--- config.mk ---
export PLATFORM = sky130hd
export DESIGN_NAME = alu_8bit
export DESIGN_NICKNAME = d
export VERILOG_FILES = /design/src/rtl/alu_8bit.sv
export SDC_FILE = /design/constraint.sdc
export NUM_CORES = 1
export LEC_CHECK = 0
export BUFFER_PORTS_ARGS = -buffer_cell sky130_fd_sc_hd__buf_4
export CORE_UTILIZATION = 50
export CTS_BUF_LIST = sky130_fd_sc_hd__clkbuf_16
export DETAILED_ROUTE_END_ITERATION = 10
export GPL_TIMING_DRIVEN = 0
export PLACE_DENSITY = 0.72
export SETUP_SLACK_MARGIN = 0.1
export SLEW_MARGIN = 0
export SYNTH_ARGS = -nofsm -noshare
export SYNTH_HDL_FRONTEND = slang
export SYNTH_SLANG_ARGS = --single-unit
export TNS_END_PERCENT = 20
--- constraint.sdc ---
create_clock -name clk -period 0.8 [get_ports clk]
set_input_delay 0.2 -clock clk [delete_from_list [all_inputs] [get_ports clk]]
set_output_delay 0.2 -clock clk [all_outputs]
set_load 0.02 [all_outputs]
--- src/rtl/alu_8bit.sv ---
`default_nettype none
// ============================================================================
//  Module   : alu_8bit
//  Purpose  : 8-bit registered ALU with 16 operations selected by a 4-bit
//             opcode. The result of the selected operation and a zero flag
//             are registered on the rising edge of clk (latency 1, one
//             operation per cycle).
//  Ports    : clk        - system clock, rising-edge active
//             rst        - asynchronous active-high reset
//             a, b       - 8-bit unsigned operands
//             opcode     - 4-bit operation select
//             resultado  - registered 8-bit result
//             zero       - registered flag, 1 when resultado is 8'h00
//  Revision : 1.0  initial release
// ============================================================================
module alu_8bit (
  input  logic       clk,
  input  logic       rst,
  input  logic [7:0] a,
  input  logic [7:0] b,
  input  logic [3:0] opcode,
  output logic [7:0] resultado,
  output logic       zero
);

  localparam logic [3:0] c_OP_ADD  = 4'h0;
  localparam logic [3:0] c_OP_SUB  = 4'h1;
  localparam logic [3:0] c_OP_MUL  = 4'h2;
  localparam logic [3:0] c_OP_DIV  = 4'h3;
  localparam logic [3:0] c_OP_SHL  = 4'h4;
  localparam logic [3:0] c_OP_SHR  = 4'h5;
  localparam logic [3:0] c_OP_ROL  = 4'h6;
  localparam logic [3:0] c_OP_ROR  = 4'h7;
  localparam logic [3:0] c_OP_AND  = 4'h8;
  localparam logic [3:0] c_OP_OR   = 4'h9;
  localparam logic [3:0] c_OP_XOR  = 4'hA;
  localparam logic [3:0] c_OP_NOR  = 4'hB;
  localparam logic [3:0] c_OP_NAND = 4'hC;
  localparam logic [3:0] c_OP_XNOR = 4'hD;
  localparam logic [3:0] c_OP_GT   = 4'hE;
  localparam logic [3:0] c_OP_EQ   = 4'hF;

  logic [7:0] result_d;
  logic       zero_d;
  logic [7:0] result_q;
  logic       zero_q;

  // Next-result selection; carries and high product bits fall off because
  // every arithmetic expression is evaluated in an 8-bit context.
  always_comb begin
    result_d = 8'h00;
    unique case (opcode)
      c_OP_ADD:  result_d = a + b;
      c_OP_SUB:  result_d = a - b;
      c_OP_MUL:  result_d = a * b;
      // Division by zero saturates to all-ones instead of being undefined.
      c_OP_DIV:  result_d = (b == 8'h00) ? 8'hFF : (a / b);
      c_OP_SHL:  result_d = {a[6:0], 1'b0};
      c_OP_SHR:  result_d = {1'b0, a[7:1]};
      c_OP_ROL:  result_d = {a[6:0], a[7]};
      c_OP_ROR:  result_d = {a[0], a[7:1]};
      c_OP_AND:  result_d = a & b;
      c_OP_OR:   result_d = a | b;
      c_OP_XOR:  result_d = a ^ b;
      c_OP_NOR:  result_d = ~(a | b);
      c_OP_NAND: result_d = ~(a & b);
      c_OP_XNOR: result_d = ~(a ^ b);
      c_OP_GT:   result_d = {7'b0, (a > b)};
      c_OP_EQ:   result_d = {7'b0, (a == b)};
      default:   result_d = 8'h00;
    endcase
  end

  // Flag is taken from the value about to be registered so that both
  // outputs always describe the same operation.
  assign zero_d = (result_d == 8'h00);

  always_ff @(posedge clk or posedge rst) begin
    if (rst) begin
      result_q <= 8'h00;
      zero_q   <= 1'b1;
    end else begin
      result_q <= result_d;
      zero_q   <= zero_d;
    end
  end

  assign resultado = result_q;
  assign zero      = zero_q;

endmodule
`default_nettype wire

## After elaboration in Yosys (flattened, before gate mapping)

Cells that the tools add are included.

| operators by class | value |
|---|---|
| bitwise logic cells | 6 |
| magnitude comparators | 1 |
| div/mod/pow operators | 1 |
| equality and inequality tests | 16 |
| mux-type cells | 2 |
| multiply operators | 1 |
| $add $sub $neg | 2 |
| reduce and logical (&&, ||, !) cells | 3 |
| shift operators | 0 |

Operator list:

| cell | count |
|---|---|
| case mux 8 bit (16 select lines) | 1 |
| == test 4 bit (second input constant) | 8 |
| NOT 8 bit | 3 |
| == test 4 x 3 -> 1 bit (second input constant) | 4 |
| logical NOT 8 bit | 2 |
| adder 8 bit | 1 |
| bitwise AND 8 bit | 1 |
| divider 8 x 8 -> 8 bit | 1 |
| == test 4 x 2 -> 1 bit (second input constant) | 2 |
| == test 8 bit | 1 |
| greater-than comparator 8 bit | 1 |
| multiplier 8 x 8 -> 8 bit | 1 |
| two-way mux 8 bit | 1 |
| OR 8 bit | 1 |
| subtractor 8 bit | 1 |
| bitwise XOR 8 bit | 1 |
| == test 4 x 1 -> 1 bit (second input constant) | 1 |
| logical NOT 4 bit | 1 |

| storage, ports and cells | value |
|---|---|
| bits in writable memories | 0 |
| register bits after elaboration | 9 |
| memories kept | 0 |
| logic and storage cells | 34 |
| memory bits (read-only) | 0 |
| bits in latches | 0 |

## Depth between registers and ports, before layout

Gate-level depths: netlist of run 1.

| logic depth | value |
|---|---|
| word-level depth | 4 |
| depth in mapped cells | 53 |
| gate-level depth less buffers | 51 |

## Least setup slack after synthesis of run 1

Ideal clock, no wire load.

| timing | value |
|---|---|
| kind | input -> register |
| start point | input port b[7] |
| end point | register zero_q, in the netlist zero |
| required time | 704 ps |
| stages | 46 |
| path slack | -10,480 ps |
| arrival | 11,184 ps |
| cells stage by stage | or3_1 buf_6 nor3_1 a21oi_1 ha_1 o21a_1 o211a_1 nor3b_1 or2_2 ha_1 a21oi_1 a2111oi_4 mux2_2 ha_1 a21oi_1 a2111oi_4 nor2_2 mux2_2 [... 10 more ...] or2_2 clkbuf_1 mux2_2 ha_1 nor3_1 a2111oi_0 o21ai_0 a21oi_1 clkbuf_1 mux2_2 ha_1 and4_1 o21ai_0 a21oi_1 o41a_1 a211o_1 or3_1 nor4_1 |

| on the way | value |
|---|---|
| longest elaborated chain between the ends | 4 |

RTL lines:

| what | RTL line | source |
|---|---|---|
| from (decl) | 20 | `input logic [7:0] b,` |
| divider 8 x 8 -> 8 bit / logical NOT 8 bit (equally long branches) | 57 | `c_OP_DIV: result_d = (b == 8'h00) ? 8'hFF : (a / b);` |
| two-way mux 8 bit | 57 |  |
| case mux 8 bit (16 select lines) * | 52 | `unique case (opcode)` |
| named net result_d[0] | 43 | `logic [7:0] result_d;` |
| logical NOT 8 bit * | 76 | `assign zero_d = (result_d == 8'h00);` |
| named net zero_d | 44 | `logic zero_d;` |
| to (signal assigned) | 84 | `zero_q <= zero_d;` |
| to (decl) | 46 | `logic zero_q;` |

Mark *: on every way through the listed nets, which the timed path passes. The rest lies on a longest branch.

## Worst setup path in the final report of run 1

| timing | value |
|---|---|
| start point | input port b[5] |
| end point | register zero_q, in the netlist zero |

The elaborated chain is that of the path after synthesis.

==> summary.txt, run 1 <==
Status
  • Status: complete, but fails checks
  • Failing checks: hold timing, setup timing

Synth
  • Avg Inst Size Synth: 7.60 µm²
  • Mapped Cells: 581
  • Yosys top cell area share: 22.4%
  • Synthesis Warnings: 0
  • Yosys cell types: 71
  • Most frequent cells after synthesis: 79 x ha_1, 58 x inv_1, 58 x nor2_1, 37 x nand2_1, 36 x a21oi_1
  • Syn Std Cell Area: 4420 µm²
  • Synth async-reset ratio: 100%
  • Synth Flop Type: dfrtp_1
  • Number of synthesized register bits: 9
  • Cell accounting for the most synthesized area: ha_1
  • Seq/Total Area, Yosys: 5.13%
  • Most numerous cell in the Yosys netlist: ha_1
  • Number of synthesized flops with an enable pin: 0
  • Synth top area cells: ha_1 22%, fa_1 6.3%, inv_1 4.9%
  • Synth Net Count: 696

Routing
  • Vias per cell: 6.50
  • DRT Pass-1 Iters: 6
  • ANT nets after route: 0
  • Drt initial violations: 528
  • DRC Markers: 0
  • Avg WL per Cell: 21.8 µm
  • DR vias: 4966
  • Final WL: 16700 µm

GRT
  • GRT overflow: 0
  • Gr usage total: 35.4%
  • Pin count of the biggest net entering global routing: 13
  • Initial antenna violation count: 0
  • Number of global-route vias before repair: 4642
  • First-pass GRT wire length: 24500 µm

Clock tree
  • Clk sinks: 9
  • Root Driver: clkbuf_16
  • CTS Buffer Depth: 2
  • H-tree depth: 1
  • Clk slew on worst S/H paths: 0.04 ns
  • Cts bufs inserted: 3
  • TritonCTS clock tree: built

Floorplanning
  • Core Rows: 33
  • Die Ht: 96 µm
  • Core box area: 8380 µm²
  • I/O pin total: 31
  • Starting Density: 52.7%
  • Die area: 9220 µm²
  • Die Width: 96 µm

Setup path
  • Critical Path AT: 10.56 ns
  • Crit Path Max Fanout: 8
  • Req. time, crit path: 0.94 ns
  • Worst Path Class, Setup: input port to flip-flop
  • Slowest cell on crit path: a2111oi_4
  • Slowest stage delay, CP: 0.52 ns
  • Most frequent CP cell: ha_4
  • Crit end category: flip-flop
  • Critical Path Start Type: input port
  • Family with the most delay on the worst path: compound AO/OA/AOI/OAI gates
  • CP Buf/Inv Count: 4

Placed design
  • Port Buffer Count: 29
  • Post-DP HPWL: 11800 µm
  • Routability cong.: 0.996
  • Post-place setup slack: -10.55 ns

STA
  • Fmax achieved: 0.0959 GHz
  • Hold WS: -0.0789 ns
  • Slew Limit Fails: 0
  • Actual slew at the worst max-slew pin: 1.06 ns
  • Worst setup margin: -9.63 ns
  • RSZ-0062 raised after global routing: true
  • Slew headroom: 28.5%
  • Tcrit/Tclk final: 1300%
  • Final Setup Violations: 18
  • Setup Total Neg Slack: -54.11 ns
  • Count of final hold-check violations: 8
  • Crit path time final: 10.43 ns

Finish
  • Share of cells above drive strength 1: 26.1%
  • Sequential Area: 226 µm²
  • Footprint of the multi-input gates: 4360 µm²
  • Total Nets Final: 775
  • Filler Cells Inserted: 683
  • Synth-to-Final Area Change: 31.3%
  • Antenna Cells: 0

Power
  • Power Density: 1180 nW/µm²
  • Leak: 0.00259 µW
  • Max rail drop VDD: 0.000883 V

Flow run
  • Max cap viols: 0

Min path
  • Hold Crit Class: input port to async pin
## cells in the final DEF (no fill, tap or decap), drive strengths merged, types with 7 or more instances in the layout
| cell | instances |
|---|---|
| a211oi | 8 |
| xor2 | 12 |
| nand2 | 37 |
| inv | 56 |
| fa | 14 |
| a21oi | 36 |
| or3 | 8 |
| nor2 | 59 |
| buf | 82 |
| clkbuf | 21 |
| xnor2 | 18 |
| nor3 | 23 |
| o21ai | 27 |
| mux2i | 11 |
| a21o | 10 |
| nor2b | 11 |
| mux2 | 13 |
| dfrtp | 8 |
| nand2b | 7 |
| ha | 79 |
| o21a | 10 |
## power breakdown
| group | internal (µW) | switching, µW | total, µW |
|---|---|---|---|
| clock network | 652 | 211 | 863 |
| registers | 526 | 30.5 | 557 |
| logic | 2470 | 2960 | 5430 |
| total | 3650 | 3200 | 6850 |
## cells by family after synthesis
kind of cell / synth area share (%)
xor gates and xnor gates: 6.97
AOI/OAI and AO/OA: 25.5
buffers and inverters: 7.51
and+or+nand+nor: 20.2
adders and majority gates: 28.7
DFF: 5.13
muxes: 5.98
## cell type report
cell class	count	area share (%)
plain buffers	26	2.09
multi-input cells	488	75.2
inverters	58	4.12
clock inverters	1	0.0647
clock buffers	3	1.29
repair buffers	74	11.1
well taps	105	2.26
flip-flops and latches	9	3.90
## stage by stage
stage,hold slack (ns),instance area (µm²),instances,power (µW),util (%)
after floorplan,0.0272,4650,581,3800,-
after global placement,0.163,5000,715,4900,59.6
after detailed placement,0.177,5000,715,5010,59.6
after CTS,-0.0680,5590,753,6400,66.7
after global routing,-0.0350,5800,764,7300,69.2
final,-0.0789,5800,764,6850,69.2
## repair_timing
item,4_1_cts,5_1_grt
endpoints found under the hold margin,8,8
cloned,1,0
resized for setup,58,29
pin swaps,31,29
setup buffers,33,12
endpoints found under the setup margin,18,18
## registers in the layout (all words and copies together) (netlist names)
signal	count
resultado	8
zero	1
## how the worst max path moves through the flow
stage / slack, ns / from / end / cells after the start
after global placement: -10.44 / b[7] / zero$_DFF_PP1_ / 48
after floorplan: -9.28 / b[5] / zero$_DFF_PP1_ / 46
after detailed placement: -10.55 / b[7] / zero$_DFF_PP1_ / 49
final: -9.63 / b[5] / zero$_DFF_PP1_ / 46
after global routing: -9.92 / b[5] / zero$_DFF_PP1_ / 49
after CTS: -9.41 / b[5] / zero$_DFF_PP1_ / 48
## layer usage
metal  routed length (µm)  vias up  GRT usage (%)  part of all wire, %
met5                    0        -              0                    0
met4                  563        0           12.4                  3.4
met3                 1660       49           5.37                   10
met2                 7610      303           57.0                   46
met1                 6830     2345           47.9                   41
li1                     -     2269              -                    -
No activity file was read; power rests on OpenSTA's default activity.
==> inputs of run 2 (changes only) <==
--- a/config.mk
+++ b/config.mk
@@ -6,11 +6,10 @@
 export NUM_CORES = 1
 export LEC_CHECK = 0
 export BUFFER_PORTS_ARGS = -buffer_cell sky130_fd_sc_hd__buf_4
-export CORE_UTILIZATION = 50
+export CORE_UTILIZATION = 39
 export CTS_BUF_LIST = sky130_fd_sc_hd__clkbuf_16
 export DETAILED_ROUTE_END_ITERATION = 10
 export GPL_TIMING_DRIVEN = 0
-export PLACE_DENSITY = 0.72
 export SETUP_SLACK_MARGIN = 0.1
 export SLEW_MARGIN = 0
 export SYNTH_ARGS = -nofsm -noshare
==> summary.txt, run 2 (synthesis gave the netlist of run 1 again) <==
Status
  • Status: complete, but fails checks
  • Failing checks: hold timing, setup timing

STA
  • Final Setup Violations: 18 (unchanged)
  • RSZ-0062 raised after global routing: true
  • Slew Limit Fails: 0 (unchanged)
  • Tcrit/Tclk final: 1310% (+7.1 points)
  • Slew headroom: 26.2% (-2.3 points)
  • Crit path time final: 10.48 ns (+0.0567 ns)
  • Hold WS: -0.0782 ns (+0.000692 ns)
  • Actual slew at the worst max-slew pin: 1.10 ns (+0.0341 ns)
  • Count of final hold-check violations: 8 (unchanged)
  • Setup Total Neg Slack: -54.63 ns (-0.523 ns)
  • Fmax achieved: 0.0954 GHz (-0.54%)
  • Worst setup margin: -9.68 ns (-0.0567 ns)

Floorplanning
  • Core box area: 10900 µm² (+30%)
  • Core Rows: 38 (+15%)
  • Die Ht: 108 µm (+13%)
  • I/O pin total: 31 (unchanged)
  • Die area: 11800 µm² (+28%)
  • Starting Density: 40.4% (-12 points)
  • Die Width: 108 µm (+13%)

Placed design
  • Post-place setup slack: -10.69 ns (-0.141 ns)
  • Port Buffer Count: 29 (unchanged)
  • Placed insts: 750 (+4.9%)
  • Post-DP HPWL: 12100 µm (+2.8%)
  • Routability cong.: 1.03 (+3.2%)

Setup path
  • Crit end category: flip-flop
  • Most frequent CP cell: ha_4
  • Slowest stage delay, CP: 0.51 ns (about the same)
  • Family with the most delay on the worst path: compound AO/OA/AOI/OAI gates
  • CP Buf/Inv Count: 4 (unchanged)
  • Req. time, crit path: 0.94 ns (about the same)
  • Worst Path Class, Setup: input port to flip-flop
  • Slowest cell on crit path: a2111oi_4
  • Crit Path Max Fanout: 7 (-1)
  • Critical Path AT: 10.63 ns (+0.07 ns)
  • Critical Path Start Type: input port

Routing
  • DRT Pass-1 Iters: 6 (unchanged)
  • Vias per cell: 6.02 (-7.4%)
  • DR vias: 4864 (-2.1%)
  • Drt initial violations: 345 (-35%)
  • DRC Markers: 0 (unchanged)
  • ANT nets after route: 0 (unchanged)
  • Avg WL per Cell: 20.3 µm (-6.9%)
  • Final WL: 16400 µm (-1.5%)

Finish
  • Most common cell after layout, fill and taps aside: buf_4
  • Synth-to-Final Area Change: 34.2%
  • Share of cells above drive strength 1: 27.8% (+1.7 points)
  • Filler Cells Inserted: 1024 (+50%)
  • Antenna Cells: 0 (unchanged)
  • Most frequent cells in the layout: 66 x buf_4, 65 x ha_1, 53 x inv_1, 53 x nor2_1, 35 x nand2_1
  • Non-filler cells, final: 808 (+5.8%)
  • Total Nets Final: 784 (+1.2%)
  • Max reg flops: 8 (unchanged)

Power
  • Clock power frac: 12.6% (about the same)
  • Switching part of the total: 46.3% (-0.46 points)
  • Internal: 3650 µW (+0.16%)
  • Leak: 0.00262 µW (+0.93%)
  • Power, Total: 6800 µW (-0.70%)
  • P_sw: 3150 µW (-1.7%)
  • Max rail drop VDD: 0.00125 V (+41%)
  • Share of power burned in registers: 8.2% (about the same)
  • Logic pwr share: 79.2% (about the same)
  • Power Density: 1150 nW/µm² (-2.9%)

Clock tree
  • Cts bufs inserted: 3 (unchanged)
  • Clk sinks: 9 (unchanged)
  • CTS Buffer Depth: 2 (unchanged)
  • H-tree depth: 1 (unchanged)
  • Root Driver: clkbuf_16
  • Clk slew on worst S/H paths: 0.04 ns (about the same)
  • TritonCTS clock tree: built

GRT
  • First-pass GRT wire length: 25200 µm (+2.8%)
  • Number of global-route vias before repair: 4747 (+2.3%)
  • Gr usage total: 27.8% (-7.6 points)
  • Pin count of the biggest net entering global routing: 13 (unchanged)
  • GRT overflow: 0 (unchanged)
  • Initial antenna violation count: 0 (unchanged)

Flow run
  • Max cap viols: 0 (unchanged)

Min path
  • Hold Crit Class: input port to async pin
==> run 2: path summary, 6_finish.rpt <==
kind,to,slack (ns),start,depth (start not counted)
min,resultado[3]$_DFF_PP0_,-0.08,rst,2
max in group asynchronous,zero$_DFF_PP1_,0.59,rst,2
max,zero$_DFF_PP1_,-9.68,b[5],47
min in group clk,resultado[3]$_DFF_PP0_,0.51,b[6],4
==> run 2: repair_timing <==
action | 4_1_cts | 5_1_grt
pin swaps | 25 | 31
resized for setup | 64 | 22
buffers inserted | 43 | 11
endpoints found under the hold margin | 8 | 8
cloned | 1 | 0
setup endpoints to repair | 18 | 18
==> run 2: routing by layer <==
layer	vias to the layer above	global-route usage [%]	share of wire [%]	routed length [µm]
met5	-	0	0	0
met4	0	8.01	2.4	401
met3	33	2.05	6.6	1080
met2	213	48.0	48	7800
met1	2342	36.8	43	7120
li1	2276	-	-	-
==> run 2: final cells by class <==
class                      instances  area [µm²]  share of cell area, %
sequential                         9         226                   3.82
inverter                          58         236                   3.99
timing repair buffer              84         707                   11.9
multi-input combinational        487        4390                   74.0
tap                              140         175                   2.95
buffer                            26         120                   2.03
clock buffer                       3        75.1                   1.27
clock inverter                     1        3.75                 0.0633
==> run 2: power by group through the flow <==
stage | combinational, µW | clock [µW] | sequential [µW]
4_1_cts | 5030 | 863 | 559
2_1_floorplan | 3170 | 0 | 637
6_report | 5390 | 856 | 557
5_1_grt | 5820 | 908 | 564
3_3_place_gp | 4400 | 0 | 547
3_5_place_dp | 4470 | 0 | 552
==> run 2: through the flow <==
stage          cell area (µm²)  utilization [%]
6_report                  5930             54.2
5_1_grt                   5930             54.2
4_1_cts                   5720             52.3
3_5_place_dp              5040             46.1
3_3_place_gp              5040             46.1
2_1_floorplan             4650                -
